$ cat src/rtl/fifo_rd_ctrl.sv
// Read-side controller of the camera-to-VGA pixel FIFO: syncs the Gray write pointer, owns the read pointer, gates reads per frame.
// Latency: r_en/pix_valid are combinational (0-cycle read); a write reaches empty/rd_level 3 rclk edges later.
// Backpressure: none upstream; reads only in STREAM while non-empty, a request while empty sets sticky underrun.
module fifo_rd_ctrl #(
    parameter int PTR_WIDTH = 10,
    parameter int PREFILL   = 256
) (
    input  logic                 rclk,
    input  logic                 rrst_n,
    input  logic [PTR_WIDTH:0]   g_wptr,
    input  logic                 frame_start,
    input  logic                 pix_req,
    output logic                 r_en,
    output logic [PTR_WIDTH:0]   b_rptr,
    output logic [PTR_WIDTH:0]   g_rptr,
    output logic                 empty,
    output logic [PTR_WIDTH:0]   rd_level,
    output logic                 pix_valid,
    output logic                 underrun,
    output logic                 streaming
);

    typedef enum logic [1:0] {ST_IDLE, ST_PREFILL, ST_STREAM} state_t;

    localparam logic [PTR_WIDTH:0] PREFILL_LVL = (PTR_WIDTH+1)'(PREFILL);

    state_t               state_q, state_d;
    logic [PTR_WIDTH:0]   wq1_gptr_q, wq2_gptr_q;
    logic [PTR_WIDTH:0]   wq2_bptr;
    logic [PTR_WIDTH:0]   b_rptr_q, b_rptr_d;
    logic [PTR_WIDTH:0]   g_rptr_q, g_rptr_d;
    logic [PTR_WIDTH:0]   rd_level_q, rd_level_d;
    logic                 empty_q, empty_d;
    logic                 underrun_q, underrun_d;

    always_ff @(posedge rclk or negedge rrst_n) begin
        if (!rrst_n) begin
            state_q <= ST_IDLE;
        end else begin
            state_q <= state_d;
        end
    end

    // frame_start restarts prefill from any state and wins over the stream decision
    always_comb begin
        state_d = state_q;
        if (frame_start) begin
            state_d = ST_PREFILL;
        end else begin
            case (state_q)
                ST_IDLE:    state_d = ST_IDLE;
                ST_PREFILL: if (rd_level_q >= PREFILL_LVL) state_d = ST_STREAM;
                ST_STREAM:  state_d = ST_STREAM;
                default:    state_d = ST_IDLE;
            endcase
        end
    end

    always_comb begin
        streaming = (state_q == ST_STREAM);
        r_en      = streaming & pix_req & ~empty_q;
        pix_valid = r_en;
    end

    // Each binary bit is the XOR of all Gray bits from the MSB down to it
    always_comb begin
        wq2_bptr = '0;
        for (int i = 0; i <= PTR_WIDTH; i++) begin
            wq2_bptr[i] = ^(wq2_gptr_q >> i);
        end
    end

    always_comb begin
        b_rptr_d   = b_rptr_q + {{PTR_WIDTH{1'b0}}, r_en};
        g_rptr_d   = b_rptr_d ^ (b_rptr_d >> 1);
        empty_d    = (g_rptr_d == wq2_gptr_q);
        rd_level_d = wq2_bptr - b_rptr_d;
        underrun_d = underrun_q;
        if (frame_start) begin
            underrun_d = 1'b0;
        end else if (streaming && pix_req && empty_q) begin
            underrun_d = 1'b1;
        end
    end

    always_ff @(posedge rclk or negedge rrst_n) begin
        if (!rrst_n) begin
            wq1_gptr_q <= '0;
            wq2_gptr_q <= '0;
            b_rptr_q   <= '0;
            g_rptr_q   <= '0;
            rd_level_q <= '0;
            empty_q    <= 1'b1;
            underrun_q <= 1'b0;
        end else begin
            wq1_gptr_q <= g_wptr;
            wq2_gptr_q <= wq1_gptr_q;
            b_rptr_q   <= b_rptr_d;
            g_rptr_q   <= g_rptr_d;
            rd_level_q <= rd_level_d;
            empty_q    <= empty_d;
            underrun_q <= underrun_d;
        end
    end

    assign b_rptr   = b_rptr_q;
    assign g_rptr   = g_rptr_q;
    assign empty    = empty_q;
    assign rd_level = rd_level_q;
    assign underrun = underrun_q;

endmodule

$ cat config.mk
export PLATFORM = sky130hd
export DESIGN_NAME = fifo_rd_ctrl
export DESIGN_NICKNAME = d
export VERILOG_FILES = /design/src/rtl/fifo_rd_ctrl.sv
export SDC_FILE = /design/constraint.sdc
export NUM_CORES = 1
export LEC_CHECK = 0
export CAP_MARGIN = 20
export CORE_MARGIN = 1
export CORE_UTILIZATION = 41
export CTS_CLUSTER_SIZE = 20
export DETAILED_ROUTE_END_ITERATION = 12
export GPL_ROUTABILITY_DRIVEN = 0
export PLACE_DENSITY = 0.65
export SLEW_MARGIN = 10
export SYNTH_ARGS = -nofsm -noshare
export SYNTH_HDL_FRONTEND = slang
export SYNTH_SLANG_ARGS = --single-unit
$ cat constraint.sdc
create_clock -name rclk -period 4.6 [get_ports rclk]
set_input_delay 0.46 -clock rclk [delete_from_list [all_inputs] [get_ports rclk]]
set_output_delay 0.46 -clock rclk [all_outputs]
set_load 0.01 [all_outputs]
# Yosys cells after proc, flatten, opt, wreduce, memory -nomap -nowiden
# Cells that the tools add are included.
# Widths: inputs -> output; s select.
[word_totals]
memories = 0
latch_bits = 0
regBits = 59
elab_cells = 38
input_bits = 15
output_inout_bits = 38
mem_bits_rw = 0
mem_bits_ro = 0
[op_classes]
eq_ne = 4
n_mux = 5
div = 0
n_reduce_logical = 14
addsub = 2
n_mul = 0
shift = 0
bitwise = 4
n_lt_le_gt_ge = 1
[op_table]
columns = ["cell", "count"]
rows = [
  ["$reduce_xor 11->1", 11],
  ["$add 11x1->11", 1],
  ["$eq 11x11->1", 1],
  ["$ge 11x9->1 const B", 1],
  ["$sub 11x11->11", 1],
  ["$xor 11x10->11", 1],
  ["$mux 2", 2],
  ["$pmux 2 s2", 1],
  ["$ne 3x3->1 const B", 1],
  ["$and 1x1->1", 2],
  ["$eq 2x1->1 const B", 1],
  ["$eq 2x2->1 const B", 1],
  ["$logic_and 1x1->1", 2],
  ["$mux 1", 2],
  ["$reduce_bool 2->1", 1],
  ["$not 1->1", 1],
]

# Logic depth before layout (Yosys ltp)
[depth]
ltp_word = 6
depth_mapped = 17
mapped_depth_nobuf = 16

# Worst setup path before layout
# No wires, ideal clock.
[synth_path]
path_type = "register -> register"
start = "register wq2_gptr_q[10]"
end = "register rd_level_q[10] (netlist: rd_level[10])"
path_buffers = 1
arrival_ps = 4053
setup_time_ps = 128
slack_ps = 419
stages_incl_launch_ff = 18
required_ps = 4472
period_less_slack_ps = 4181
path_cell_list = "dfrtp_1 buf_6 xnor3_2 xnor3_2 xnor2_4 xnor2_2 xnor2_2 xor2_2 xor2_1 ha_1 fa_1 nor2b_1 o21ai_2 a311oi_1 a2111oi_2 o31ai_2 a41o_1 nor3_1"
[synth_between]
elab_chain_len = 2
elab_cells_between_ends = 12
classes_between = "1 x add/sub; 11 x reduce/logical"
[synth_rtl]
columns = ["item", "line_no", "text"]
rows = [
  ["start, declared", "28", "logic [PTR_WIDTH:0] wq1_gptr_q, wq2_gptr_q;"],
  ["start signal, assigned", "97", "wq2_gptr_q <= wq1_gptr_q;"],
  ["$reduce_xor 11->1", "69", "wq2_bptr[i] = ^(wq2_gptr_q >> i);"],
  ["$sub 11x11->11 *", "77", "rd_level_d = wq2_bptr - b_rptr_d;"],
  ["named net rd_level_d[10]", "32", "logic [PTR_WIDTH:0] rd_level_q, rd_level_d;"],
  ["end signal, assigned", "100", "rd_level_q <= rd_level_d;"],
  ["end, declared", "32", ""],
]
# Mark *: on every way through the listed nets, which the timed path passes. The rest lies on a longest branch.
# A chain may end at the register's enable or synchronous reset.

# Worst setup path after layout
# Ends and elaborated chain as after synthesis.

==> impl_results.md <==
* Main combinational cell family by area after synthesis: XOR/XNOR gates
* Asr flop ratio synth at 1.00
* Clock insertion delay at the later pin of the skew report at 330 ps
* Antenna violations before repair at 0
* Net count, final at 328
* Via count of the first global-routing pass at 1802
* CTS tree: yes
* Number of DRC markers after the initial detailed-route iteration at 108
* Total negative slack at 0 ps
* Routed wirelength normalized by instance count at 13.0 um
* Count of synthesis-stage warnings from yosys at 0
* Number of buffers inserted for hold repair after clock tree synthesis at 0
* Area of the die at 7230 um^2
* Clk_skew at 6.61 ps
* Most common library cell in the layout ignoring fill and taps: dfrtp_1
* Arrival time of the worst setup path at 4510 ps
* Die Y at 85.0 um
* Switching part of the total power at 0.336
* Largest incremental delay on the critical path at 470 ps
* Critical path class: register to register
* Power density of the placed cells at 513 nW/um^2
* Count of state elements after synthesis at 58
* Part of the power in combinational logic at 0.411
* Kind of end point of the critical path: register
* Crit path max-delay cell type: xnor3_2
* Hold WS at 261 ps
* Worst Path Required at 4810 ps
* Distinct cell type count after synthesis at 49
* Share of post-route cells with drive strength above 1 at 0.113
* Worst vdd ir at 0.290 mV
* Global-route wire length before repair at 8.46 mm
* Clock sinks at 58
* Mapped Area at 2830 um^2
* Share of the synthesized area in the top cell type at 0.504
* Number of iterations in the first detailed-routing pass at 6
* Top cells by area in the synthesized netlist: dfrtp_1 (50%), xnor2_1 (9.0%), ha_1 (5.8%)
* Number of cells produced by synthesis at 238
* Maximum achievable frequency at 233 MHz
* Tightest Hold Check Type: input port to async pin
* Setup-failing EPs final at 0
* Antenna Diode Count at 0
* Number of non-filler instances in the completed layout at 379
* DP HPWL at 3.57 mm
* CTS Buf Count at 9
* Via/cell ratio at 4.85
* Largest net degree at the start of global routing at 59
* Initial Utilization at 0.435
* Cell type with the highest aggregate area in the netlist: dfrtp_1
* Post-Synth XOR/XNOR Area at 0.196
* Maximum fanout count along the critical path at 7
* H-tree level count at 3
* Internal Power at 0.00124 W
* Routed via count at 1840
* Part of the total power dissipated in sequential elements at 0.362
* Area growth from synthesis to layout at 28.3%
* Std-Cell Core Area at 6490 um^2
* Boundary pin count at 53
* Hold Fails Final Rpt at 0
* Grt ovf at 0
* Total instance count after detailed placement at 362
* Routed wire length at 4.94 mm
* Net switching power at 0.000626 W
* Static Leak at 1.63 nW
* Max transition margin at 0.535
* Number of cell rows at 29
* Compound-gate portion of the synthesized area at 0.0836
* Adder-cell share of the synthesized area at 0.0646
* Clk Tree Root Cell: clkbuf_8
* Slew at the pin closest to its max-slew limit at 697 ps
* Commonest register cell after synthesis: dfrtp_1
* Result of the run: finished, final reports clean
* Seq/Total Area, Yosys at 0.514
* Clk buf depth at 2
* Overall fraction of global-route tracks in use at 0.157
* Share of total power in the clock network at 0.227
* Number of max-slew violations in the final report at 0
* Clock-pin slew on the worst setup and hold paths at 60 ps
* EDFF count, synth at 0
* Min Tclk post-route at 4290 ps
* Max_cap viols at 0
* Leading cell types in the layout, fill and taps excluded: dfrtp_1 (57), clkdlybuf4s50_1 (51), xnor2_1 (29), inv_1 (22)
* Type of element launching the critical path: register
* Multiplexer share of the synthesized area at 0
* Fraction of the mapped netlist area in simple logic gates at 0.0969
* Chip width at 85.0 um
* Setup repair after global routing missed its margin: no
* Number of buffers inserted by port buffering at 52
* Tcrit/Tclk final at 0.933
* DRC at 0
* Sequence of cells on the critical path: xnor3_2 > xnor3_2 > xnor2_4 > xnor2_2 > xnor2_2 > xor2_2 > xor2_1 > ha_1 > fa_1 > nor2b_1 > o21ai_2 > a311oi_2 > a2111oi_4 > o31ai_2 > a41o_1 > nor3_1
* Antenna viol nets, final at 0
* Number of nets produced by synthesis at 267
* Mean instance size in the synthesized netlist at 11.9 um^2
## power groups by stage
stage          logic [W]  clock network (W)  registers, W
6_report        0.000765           0.000423      0.000674
2_1_floorplan   0.000469                  0      0.000688
5_1_grt         0.000851           0.000467      0.000688
3_5_place_dp    0.000733                  0      0.000683
3_3_place_gp    0.000724                  0      0.000683
4_1_cts         0.000743           0.000437      0.000676
## per-stage QoR
| step | util | area (um^2) | power [W] | worst slack (ps) |
|---|---|---|---|---|
| after floorplan | - | 2830 | 0.00116 | 419 |
| after global placement | 0.525 | 3410 | 0.00141 | 262 |
| after detailed placement | 0.525 | 3410 | 0.00142 | 132 |
| after CTS | 0.552 | 3580 | 0.00186 | 128 |
| after global routing | 0.559 | 3630 | 0.00201 | 27.8 |
| final | 0.559 | 3630 | 0.00186 | 308 |
## cell usage after synthesis, types with 2 or more instances
library cell,instances
dfrtp_1,57
xnor2_1,29
inv_1,22
nand2_1,14
nor2_1,14
xor2_1,14
ha_1,13
a211oi_1,5
nand3_1,5
nor3_1,5
a21oi_1,4
nor2b_1,4
a21o_1,3
buf_2,3
nand4_1,3
nor4_1,3
a31oi_1,2
and3_1,2
buf_4,2
o21ai_0,2
xnor2_2,2
xnor2_4,2
xnor3_2,2
## timing repair
action,CTS,global route
buffers inserted,0,3
setup endpoints to repair,0,2
gates resized for setup,0,3
## per-layer routing
metal  GRT usage  wire length (um)  vias to the layer above
met3      0.0535               257                        8
met2       0.229              2180                       44
met5           0                 0                        -
li1            -                 -                      922
met1       0.205              2410                      866
met4      0.0847                91                        0
## layout make-up
class                      instances  area, um^2
clock inverter                     4        45.0
tap                               77        96.3
timing repair buffer              57         553
inverter                          22        82.6
clock buffer                      10         128
multi-input combinational        151        1270
fill                             558        2870
sequential                        58        1450
## final timing paths
kind	startpoint	endpoint	slack (ps)	cells past startpoint
hold / removal	rrst_n	wq1_gptr_q[0]$_DFF_PN0_	260	2
max in group asynchronous	rrst_n	underrun$_DFFE_PN0P_	3880	2
min in group rclk	wq1_gptr_q[9]$_DFF_PN0_	wq2_gptr_q[9]$_DFF_PN0_	350	0
setup / recovery	wq2_gptr_q[10]$_DFF_PN0_	rd_level[10]$_DFF_PN0_	310	16
hold reg to reg	wq1_gptr_q[9]$_DFF_PN0_	wq2_gptr_q[9]$_DFF_PN0_	350	0
setup reg to reg	wq2_gptr_q[10]$_DFF_PN0_	rd_level[10]$_DFF_PN0_	310	16
## worst max-delay path, delay by kind of cell (launching register included)
kind            cells  cell delay (ps)
xor+xnor            7             1690
compound gates      5             1160
fa+ha+maj           2              660
flops               1              450
simple gates        2              200
## cell families after synthesis
| logic type | count (synthesis) |
|---|---|
| flip-flops | 58 |
| AND/OR/NAND/NOR | 56 |
| XOR/XNOR | 51 |
| AO/OA/AOI/OAI | 30 |
| buffers and inverters | 29 |
| adder cells (fa/ha/maj) | 14 |
## sequential cells by signal, summed over array words and instances (netlist names)
signal / count
b_rptr: 11
empty: 1
g_rptr: 10
rd_level: 11
state_q: 2
underrun: 1
wq1_gptr_q: 11
wq2_gptr_q: 11
No activity file was read; power rests on OpenSTA's default activity.
